==> config.mk <==
export PLATFORM = sky130hd
export DESIGN_NAME = controlador_escrita_registradores
export DESIGN_NICKNAME = d
export VERILOG_FILES = /design/src/rtl/controlador_escrita_registradores.sv
export SDC_FILE = /design/constraint.sdc
export NUM_CORES = 1
export LEC_CHECK = 0
export BUFFER_PORTS_ARGS = -buffer_cell sky130_fd_sc_hd__buf_4
export CAP_MARGIN = 25
export CELL_PAD_IN_SITES_DETAIL_PLACEMENT = 1
export CELL_PAD_IN_SITES_GLOBAL_PLACEMENT = 2
export CORE_MARGIN = 2
export CORE_UTILIZATION = 43
export CTS_CLUSTER_SIZE = 12
export DETAILED_ROUTE_END_ITERATION = 12
export GPL_TIMING_DRIVEN = 0
export PLACE_DENSITY_LB_ADDON = 0.05
export REMOVE_ABC_BUFFERS = 1
export SLEW_MARGIN = 40
export SYNTH_ARGS = -nofsm -noshare
export SYNTH_HDL_FRONTEND = slang
export SYNTH_SLANG_ARGS = --single-unit
export TNS_END_PERCENT = 5
==> constraint.sdc <==
create_clock -name clock -period 11.95 [get_ports clock]
set_input_delay 1.195 -clock clock [delete_from_list [all_inputs] [get_ports clock]]
set_output_delay 1.195 -clock clock [all_outputs]
set_load 0.1 [all_outputs]
==> src/rtl/controlador_escrita_registradores.sv <==
// Register-bank writer: in-order result FIFO with load extension and RAW flags.
// Define ESCRITA_ENCAMINHAMENTO_EN to add the dado_encaminhado1/2 forwarding ports.
module controlador_escrita_registradores #(
   parameter int PROFUNDIDADE = 4,
   parameter int LARG_OCUP    = $clog2(PROFUNDIDADE) + 1
) (
   input  logic                 clock,
   input  logic                 reset_n,
   input  logic                 alu_valido,
   output logic                 alu_pronto,
   input  logic [4:0]           alu_rd,
   input  logic [31:0]          alu_dado,
   input  logic                 mem_valido,
   output logic                 mem_pronto,
   input  logic [4:0]           mem_rd,
   input  logic [31:0]          mem_dado,
   input  logic [2:0]           mem_funct3,
   output logic                 reg_escrita,
   output logic [4:0]           endereco_regd,
   output logic [31:0]          dado_escrita,
   input  logic [4:0]           consulta_reg1,
   input  logic [4:0]           consulta_reg2,
   output logic                 pendente1,
   output logic                 pendente2,
   output logic [LARG_OCUP-1:0] ocupacao,
   output logic                 vazio
`ifdef ESCRITA_ENCAMINHAMENTO_EN
   ,
   output logic [31:0]          dado_encaminhado1,
   output logic [31:0]          dado_encaminhado2
`endif
);

   localparam int LARG_PTR = $clog2(PROFUNDIDADE);
   localparam logic [LARG_OCUP:0] P_EXT = (LARG_OCUP+1)'(PROFUNDIDADE);

   logic [4:0]              r_rd   [PROFUNDIDADE];
   logic [31:0]             r_dado [PROFUNDIDADE];
   logic [PROFUNDIDADE-1:0] r_val;
   logic [LARG_PTR-1:0]     r_rp;
   logic [LARG_PTR-1:0]     r_wp;
   logic [LARG_OCUP-1:0]    r_ocup;

   logic                    w_vazio;
   logic                    w_pop;
   logic [LARG_OCUP:0]      w_livres;
   logic                    w_push_mem;
   logic                    w_push_alu;
   logic [1:0]              w_npush;
   logic [LARG_PTR-1:0]     w_wp_alu;
   logic [31:0]             w_dado_mem;

   function automatic logic [31:0] f_formata(input logic [31:0] d,
                                             input logic [2:0]  f);
      case (f)
         3'b000:  return {{24{d[7]}}, d[7:0]};
         3'b001:  return {{16{d[15]}}, d[15:0]};
         3'b100:  return {24'd0, d[7:0]};
         3'b101:  return {16'd0, d[15:0]};
         default: return d;
      endcase
   endfunction

   assign w_vazio  = (r_ocup == '0);
   assign w_pop    = ~w_vazio;
   // Slots free once this cycle's head has been written to the bank
   assign w_livres = P_EXT - {1'b0, r_ocup}
                   + {{LARG_OCUP{1'b0}}, ~w_vazio};

   assign mem_pronto = (w_livres != '0);
   assign alu_pronto = mem_valido ? (w_livres >= (LARG_OCUP+1)'(2))
                                  : (w_livres != '0);

   assign w_push_mem = mem_valido & mem_pronto & (mem_rd != 5'd0);
   assign w_push_alu = alu_valido & alu_pronto & (alu_rd != 5'd0);
   assign w_npush    = {1'b0, w_push_mem} + {1'b0, w_push_alu};
   assign w_wp_alu   = w_push_mem ? r_wp + LARG_PTR'(1) : r_wp;
   assign w_dado_mem = f_formata(mem_dado, mem_funct3);

   always_ff @(posedge clock) begin
      if (!reset_n) begin
         r_rp   <= '0;
         r_wp   <= '0;
         r_ocup <= '0;
         r_val  <= '0;
         for (int i = 0; i < PROFUNDIDADE; i++) begin
            r_rd[i]   <= '0;
            r_dado[i] <= '0;
         end
      end else begin
         // Pop first so a push into the freed slot keeps its valid bit
         if (w_pop) begin
            r_val[r_rp] <= 1'b0;
            r_rp        <= r_rp + LARG_PTR'(1);
         end
         if (w_push_mem) begin
            r_rd[r_wp]   <= mem_rd;
            r_dado[r_wp] <= w_dado_mem;
            r_val[r_wp]  <= 1'b1;
         end
         if (w_push_alu) begin
            r_rd[w_wp_alu]   <= alu_rd;
            r_dado[w_wp_alu] <= alu_dado;
            r_val[w_wp_alu]  <= 1'b1;
         end
         r_wp   <= r_wp + LARG_PTR'(w_npush);
         r_ocup <= r_ocup + LARG_OCUP'(w_npush)
                 - LARG_OCUP'(w_pop);
      end
   end

   assign reg_escrita   = ~w_vazio;
   assign endereco_regd = w_vazio ? 5'd0  : r_rd[r_rp];
   assign dado_escrita  = w_vazio ? 32'd0 : r_dado[r_rp];
   assign ocupacao      = r_ocup;
   assign vazio         = w_vazio;

`ifdef ESCRITA_ENCAMINHAMENTO_EN
   logic [31:0] w_fwd1;
   logic [31:0] w_fwd2;
   assign dado_encaminhado1 = w_fwd1;
   assign dado_encaminhado2 = w_fwd2;
`endif

   // Scan oldest to youngest so the last match is the youngest
   always_comb begin
      pendente1 = 1'b0;
      pendente2 = 1'b0;
`ifdef ESCRITA_ENCAMINHAMENTO_EN
      w_fwd1 = '0;
      w_fwd2 = '0;
`endif
      for (int i = 0; i < PROFUNDIDADE; i++) begin
         logic [LARG_PTR-1:0] w_idx;
         w_idx = r_rp + LARG_PTR'(i);
         if (r_val[w_idx] && consulta_reg1 != 5'd0
             && r_rd[w_idx] == consulta_reg1) begin
            pendente1 = 1'b1;
`ifdef ESCRITA_ENCAMINHAMENTO_EN
            w_fwd1 = r_dado[w_idx];
`endif
         end
         if (r_val[w_idx] && consulta_reg2 != 5'd0
             && r_rd[w_idx] == consulta_reg2) begin
            pendente2 = 1'b1;
`ifdef ESCRITA_ENCAMINHAMENTO_EN
            w_fwd2 = r_dado[w_idx];
`endif
         end
      end
   end

endmodule

## Word-level counts from Yosys, hierarchy flattened

Memory sizes are Yosys's and may differ from the RTL's. A register that Yosys moved wholly into a read port is not among the register bits.
Cells that the tools add are included.

| word-level totals | value |
|---|---|
| register bits | 11 |
| RAM bits | 148 |
| output and inout port bits | 46 |
| logic and storage cells | 131 |
| memories kept | 2 |

| cells by class | value |
|---|---|
| add/sub/neg operators | 10 |
| $lt $le $gt $ge | 10 |
| equal/unequal tests | 11 |
| mux-type cells | 55 |
| bitwise gates (word level) | 9 |
| reductions and logical operators | 30 |

Memory list:

| name | depth | width | read ports | clocked after Yosys merged registers in | write ports | RTL line | text |
|---|---|---|---|---|---|---|---|
| r_dado | 4 | 32 | 1 | 1 | 4 | 38 | `logic [31:0] r_dado [PROFUNDIDADE];` |
| r_rd | 4 | 5 | 4 | 1 | 4 | 37 | `logic [4:0] r_rd [PROFUNDIDADE];` |

Operators with widths:

| cell | number |
|---|---|
| case mux 32 bit (4 select lines) | 1 |
| two-way mux 32 bit | 3 |
| OR reduction 32 bit | 2 |
| == test 5 bit | 8 |
| two-way mux 1 bit | 27 |
| two-way mux 4 bit | 5 |
| nonzero test 5 bit | 4 |
| logical AND 1 bit | 19 |
| less-than comparator 2 x 3 -> 1 bit (second input constant) | 6 |
| two-way mux 2 bit | 9 |
| two-way mux 5 bit | 3 |
| OR reduction 5 bit | 2 |
| binary-select mux 1 bit (select 2 bit) | 4 |
| bitwise OR 4 bit | 2 |
| demux 1 bit (select 2 bit) | 3 |
| == test 3 bit (second input constant) | 2 |
| >= comparator 2 x 1 -> 1 bit (second input constant) | 3 |
| logical NOT 3 bit | 2 |
| adder 2 x 1 -> 2 bit (second input constant) | 2 |
| adder 2 bit (second input constant) | 2 |
| adder 4 x 1 -> 4 bit | 1 |
| AND 1 bit | 4 |
| AND 4 bit | 1 |
| >= comparator 4 x 2 -> 1 bit (second input constant) | 1 |
| other kinds (9) | 9 |

## Longest topological paths before layout

| depth | value |
|---|---|
| depth in word-level cells | 13 |
| gate-level depth with buffers | 19 |

## Worst setup path before layout

Ideal clock, no wire load.

| path | value |
|---|---|
| path type | register to register |
| start | register r_ocup[2] (netlist: ocupacao[2]) |
| end | memory r_dado[3][0], enable pin |
| setup time | 0.489 ns |
| arrival | 5.720 ns |
| required time | 11.461 ns |
| setup slack | 5.741 ns |
| stages on the path, launching flop included | 10 |
| buffers on the path | 1 |
| cells stage by stage | dfxtp_1 or3_1 clkbuf_1 inv_1 ha_1 inv_1 ha_1 nor2b_1 a21boi_2 o311ai_1 |

RTL lines:

| item | RTL line | text |
|---|---|---|
| from (decl) | 42 | `logic [LARG_OCUP-1:0] r_ocup;` |
| from (signal assigned) | 107 | `r_ocup <= r_ocup + LARG_OCUP'(w_npush)` |
| to (decl) | 38 |  |

## Worst setup path in the final report

| path | value |
|---|---|
| start | register r_rp[0] |
| end | output pendente2 |

| on the way | value |
|---|---|
| cells in the longest elaborated chain, start to end | 8 |
| elaborated cells between the ends (all ways) | 27 |
| classes of those cells | add/sub: 3; eq/ne: 3; mux: 12; reduce/logical: 8; memory: 1 |

Ends and longest elaborated chain:

| item | RTL line | text |
|---|---|---|
| from (decl) | 40 | `logic [LARG_PTR-1:0] r_rp;` |
| from (signal assigned) | 94 | `r_rp <= r_rp + LARG_PTR'(1);` |
| branches (longest 7 deep; another with memory read (4 x 5 bit)) | - |  |
| two-way mux 1 bit (*) | 143 | `if (r_val[w_idx] && consulta_reg2 != 5'd0` |
| to (decl) | 24 | `output logic pendente2,` |

Every way passes the cells marked *. The select of a mux whose other input is x is not followed.

==> summary.txt <==
Global route
  • Vias in the first global route: 7800
  • Gr usage total: 0.263
  • Busiest layer in global routing: met2
  • Grt ovf: 0
  • First-pass GRT wire length: 46.4 mm
  • Pin count of the biggest net entering global routing: 36
  • Routing usage on met1: 0.321
  • Antenna violations before repair: 0
  • Met3 Usage GRT: 0.0482
  • GRT met2 Usage: 0.474

Clocking
  • Clock Sink Count: 161
  • Skew-Pair Late Insertion Delay: 0.44 ns
  • CTS buffer count: 17
  • Deepest level of the CTS H-tree: 4
  • Clock Tree Buf Depth: 2
  • CTS clock-pin slew for the worst setup and hold paths: 0.07 ns
  • Root cell of the clock tree: clkbuf_16
  • Post-CTS sizing: 0
  • Postcts setup bufs: 0
  • CTS tree: built
  • Cts hold-fix bufs: 0

STA
  • RSZ-0062 raised after global routing: no
  • Tcrit/Tclk final: 0.432
  • Slew Viols, Final: 0
  • Hold Vio Cnt, Final: 0
  • TNS Setup: 0 ns
  • Fin crit period: 5.16 ns
  • Final WS setup: 6.79 ns
  • Worst relative slew slack: 0.451
  • # setup viols final: 0
  • FMAX: 194 MHz
  • Clock skew: 0.00885 ns
  • Worst-Margin Slew: 0.822 ns

Placement
  • Final GP Congestion: 0.797
  • Inst Count DP: 1151
  • Place WS: 6.97 ns
  • Hpwl dp: 21.6 mm
  • # port buffers: 136

Power and ir drop
  • Max VDD drop: 0.262 mV
  • Static leakage: 4.79 nW
  • Sw power: 0.00159 W
  • P_int: 0.00168 W
  • Switching part of the total: 0.485
  • Gate power share: 0.560
  • Clock power frac: 0.165
  • Flop pwr share: 0.275
  • Pwr/cell area: 273 nW/um2

Final layout
  • Commonest non-fill, non-tap cell in the layout: edfxtp_1
  • Fraction of layout cells with a size suffix above 1: 0.337
  • Most frequent cells in the layout: edfxtp_1, buf_4, a22o_1
  • Finished Layout Cells: 1183
  • # nets final: 997
  • FF/Latch Area: 4710 um2
  • Layout area overhead: 23.8%
  • Number of antenna diodes: 0
  • Fillers: 2226
  • Footprint of the multi-input gates: 4690 um2

Routing
  • Post-route ant nets: 0
  • Pre-Repair DR Iteration Count: 4
  • Initial DRC count: 493
  • Routed vias/inst: 6.04
  • Vias: 7149
  • DRC errors left: 0
  • Final WL: 30.8 mm
  • Drt wl/cell: 26.0 um

Synthesis
  • Synth top area cells: edfxtp_1, mux4_2, a22o_1, mux2i_1, xor2_1
  • Syn Std Cell Area: 9670 um2
  • FF+latch count, synth: 161
  • Most common flop cell mapped by yosys: edfxtp_1
  • Register area share after synthesis: 0.486
  • Avg Cell Area, Syn: 12.7 um2
  • Yosys top cell by area: edfxtp_1
  • Post-synth top area share: 0.459
  • Netlist cell types: 50
  • Synthesis Warnings: 0
  • Async S/R FF share, synth: 0
  • Post-synth EDFFs: 148
  • Synthesized instance count: 762

Critical path
  • Worst path cell trace: inv_1 -> ha_2 -> mux4_2 -> xor2_1 -> nor4_1 -> o21ai_0 -> nand4_1 -> buf_4
  • R2R setup slack: 7.40 ns
  • CP endpoint kind: output pin
  • Crit path DAT: 3.97 ns
  • RR Startpoint: ocupacao[2]
  • Critical path class: register to output pin
  • CP startpoint: r_rp[0]
  • Worst R2R Path Depth: 15
  • Reg-to-reg endpoint: r_dado[3][12]
  • Delay of the slowest critical-path stage: 0.78 ns
  • Slowest CP cell: dfxtp_2
  • Worst path required time: 10.76 ns
  • CP Max Fanout: 28
  • Startpoint Class: register

Floorplanning
  • Core Region: 22000 um2
  • FP Rows: 54
  • DIE HEIGHT: 154 um
  • DIE AREA: 23700 um2
  • Die width: 154 um
  • IO Pins: 137
  • Initial Util: 0.441

Outcome
  • Status: complete, no violations

Hold path
  • Worst Min Path Start: r_val[3]
  • Worst Hold Endpoint: r_val[3]
  • Hold Crit Class: register to register
  • WHS Path Cells: 2

Job
  • Max-cap violations: 0
==> worst max-delay path by stage <==
| stage | cells after the start | to |
|---|---|---|
| final | 8 | pendente2 |
| after global routing | 8 | pendente2 |
| after CTS | 8 | pendente2 |
| after detailed placement | 8 | pendente2 |
| after global placement | 11 | r_dado[3][1] |
| after floorplan | 11 | r_dado[3][0] |
==> synth_stat cells, drive strengths merged, types with 6 or more instances <==
| master | number |
|---|---|
| inv | 36 |
| mux4 | 56 |
| edfxtp | 148 |
| nor3 | 8 |
| nand2 | 64 |
| o21ai | 34 |
| ha | 15 |
| clkbuf | 29 |
| a21oi | 6 |
| nor2b | 17 |
| nor2 | 13 |
| a22o | 91 |
| mux2 | 17 |
| nand4 | 8 |
| mux2i | 29 |
| dfxtp | 13 |
| xnor2 | 17 |
| nand2b | 17 |
| buf | 32 |
| xor2 | 30 |
| and2 | 39 |
| nor4 | 9 |
==> sequential cells by signal (all words and copies together), names as in the netlist, named ones only <==
signal,cells
r_wp,2
r_rp,2
r_rd,20
r_val,4
r_dado,128
ocupacao,3
==> stage by stage <==
step	power, W	utilization	instance area, um2	hold slack (ns)
after detailed placement	0.00276	0.519	11400	0.568
after global routing	0.00341	0.545	12000	0.615
after CTS	0.00329	0.545	12000	0.583
after global placement	0.00264	0.490	10800	0.555
final	0.00327	0.545	12000	0.596
after floorplan	0.00220	-	9380	0.514
==> critical path, delay by kind of cell, from the launching register on <==
family | cells | cell delay (ns)
flip-flops | 1 | 0.78
AND/OR/NAND/NOR | 2 | 0.43
adder cells (fa/ha/maj) | 1 | 0.74
multiplexers | 1 | 0.62
AO/OA/AOI/OAI | 1 | 0.15
XOR/XNOR | 1 | 0.16
buffers and inverters | 2 | 0.62
==> final cells by class <==
type | count | share of cell area
inverters | 36 | 0.0113
repair buffers | 170 | 0.126
flip-flops and latches | 161 | 0.394
well taps | 280 | 0.0293
clock buffers | 18 | 0.0358
clock inverters | 14 | 0.0120
multi-input cells | 504 | 0.391
==> power groups by stage <==
stage	clock (W)	combinational [W]	sequential, W
after floorplan	0	0.00128	0.000916
after global routing	0.000565	0.00192	0.000923
after detailed placement	0	0.00184	0.000915
final	0.000539	0.00183	0.000901
after CTS	0.000544	0.00185	0.000904
after global placement	0	0.00170	0.000940
==> logic make-up after synthesis <==
family,count (synthesis),share of synthesized area
AO/OA/AOI/OAI,148,0.120
XOR/XNOR,47,0.0426
adder cells (fa/ha/maj),16,0.0215
buffers and inverters,97,0.0438
flip-flops,161,0.486
multiplexers,102,0.180
AND/OR/NAND/NOR,191,0.106
==> routing by layer <==
layer / part of all wire / wire length, um
met1: 0.41 / 12600
met2: 0.52 / 16000
met3: 0.051 / 1560
met4: 0.018 / 562
met5: 0 / 0
No activity file was read; power rests on OpenSTA's default activity.
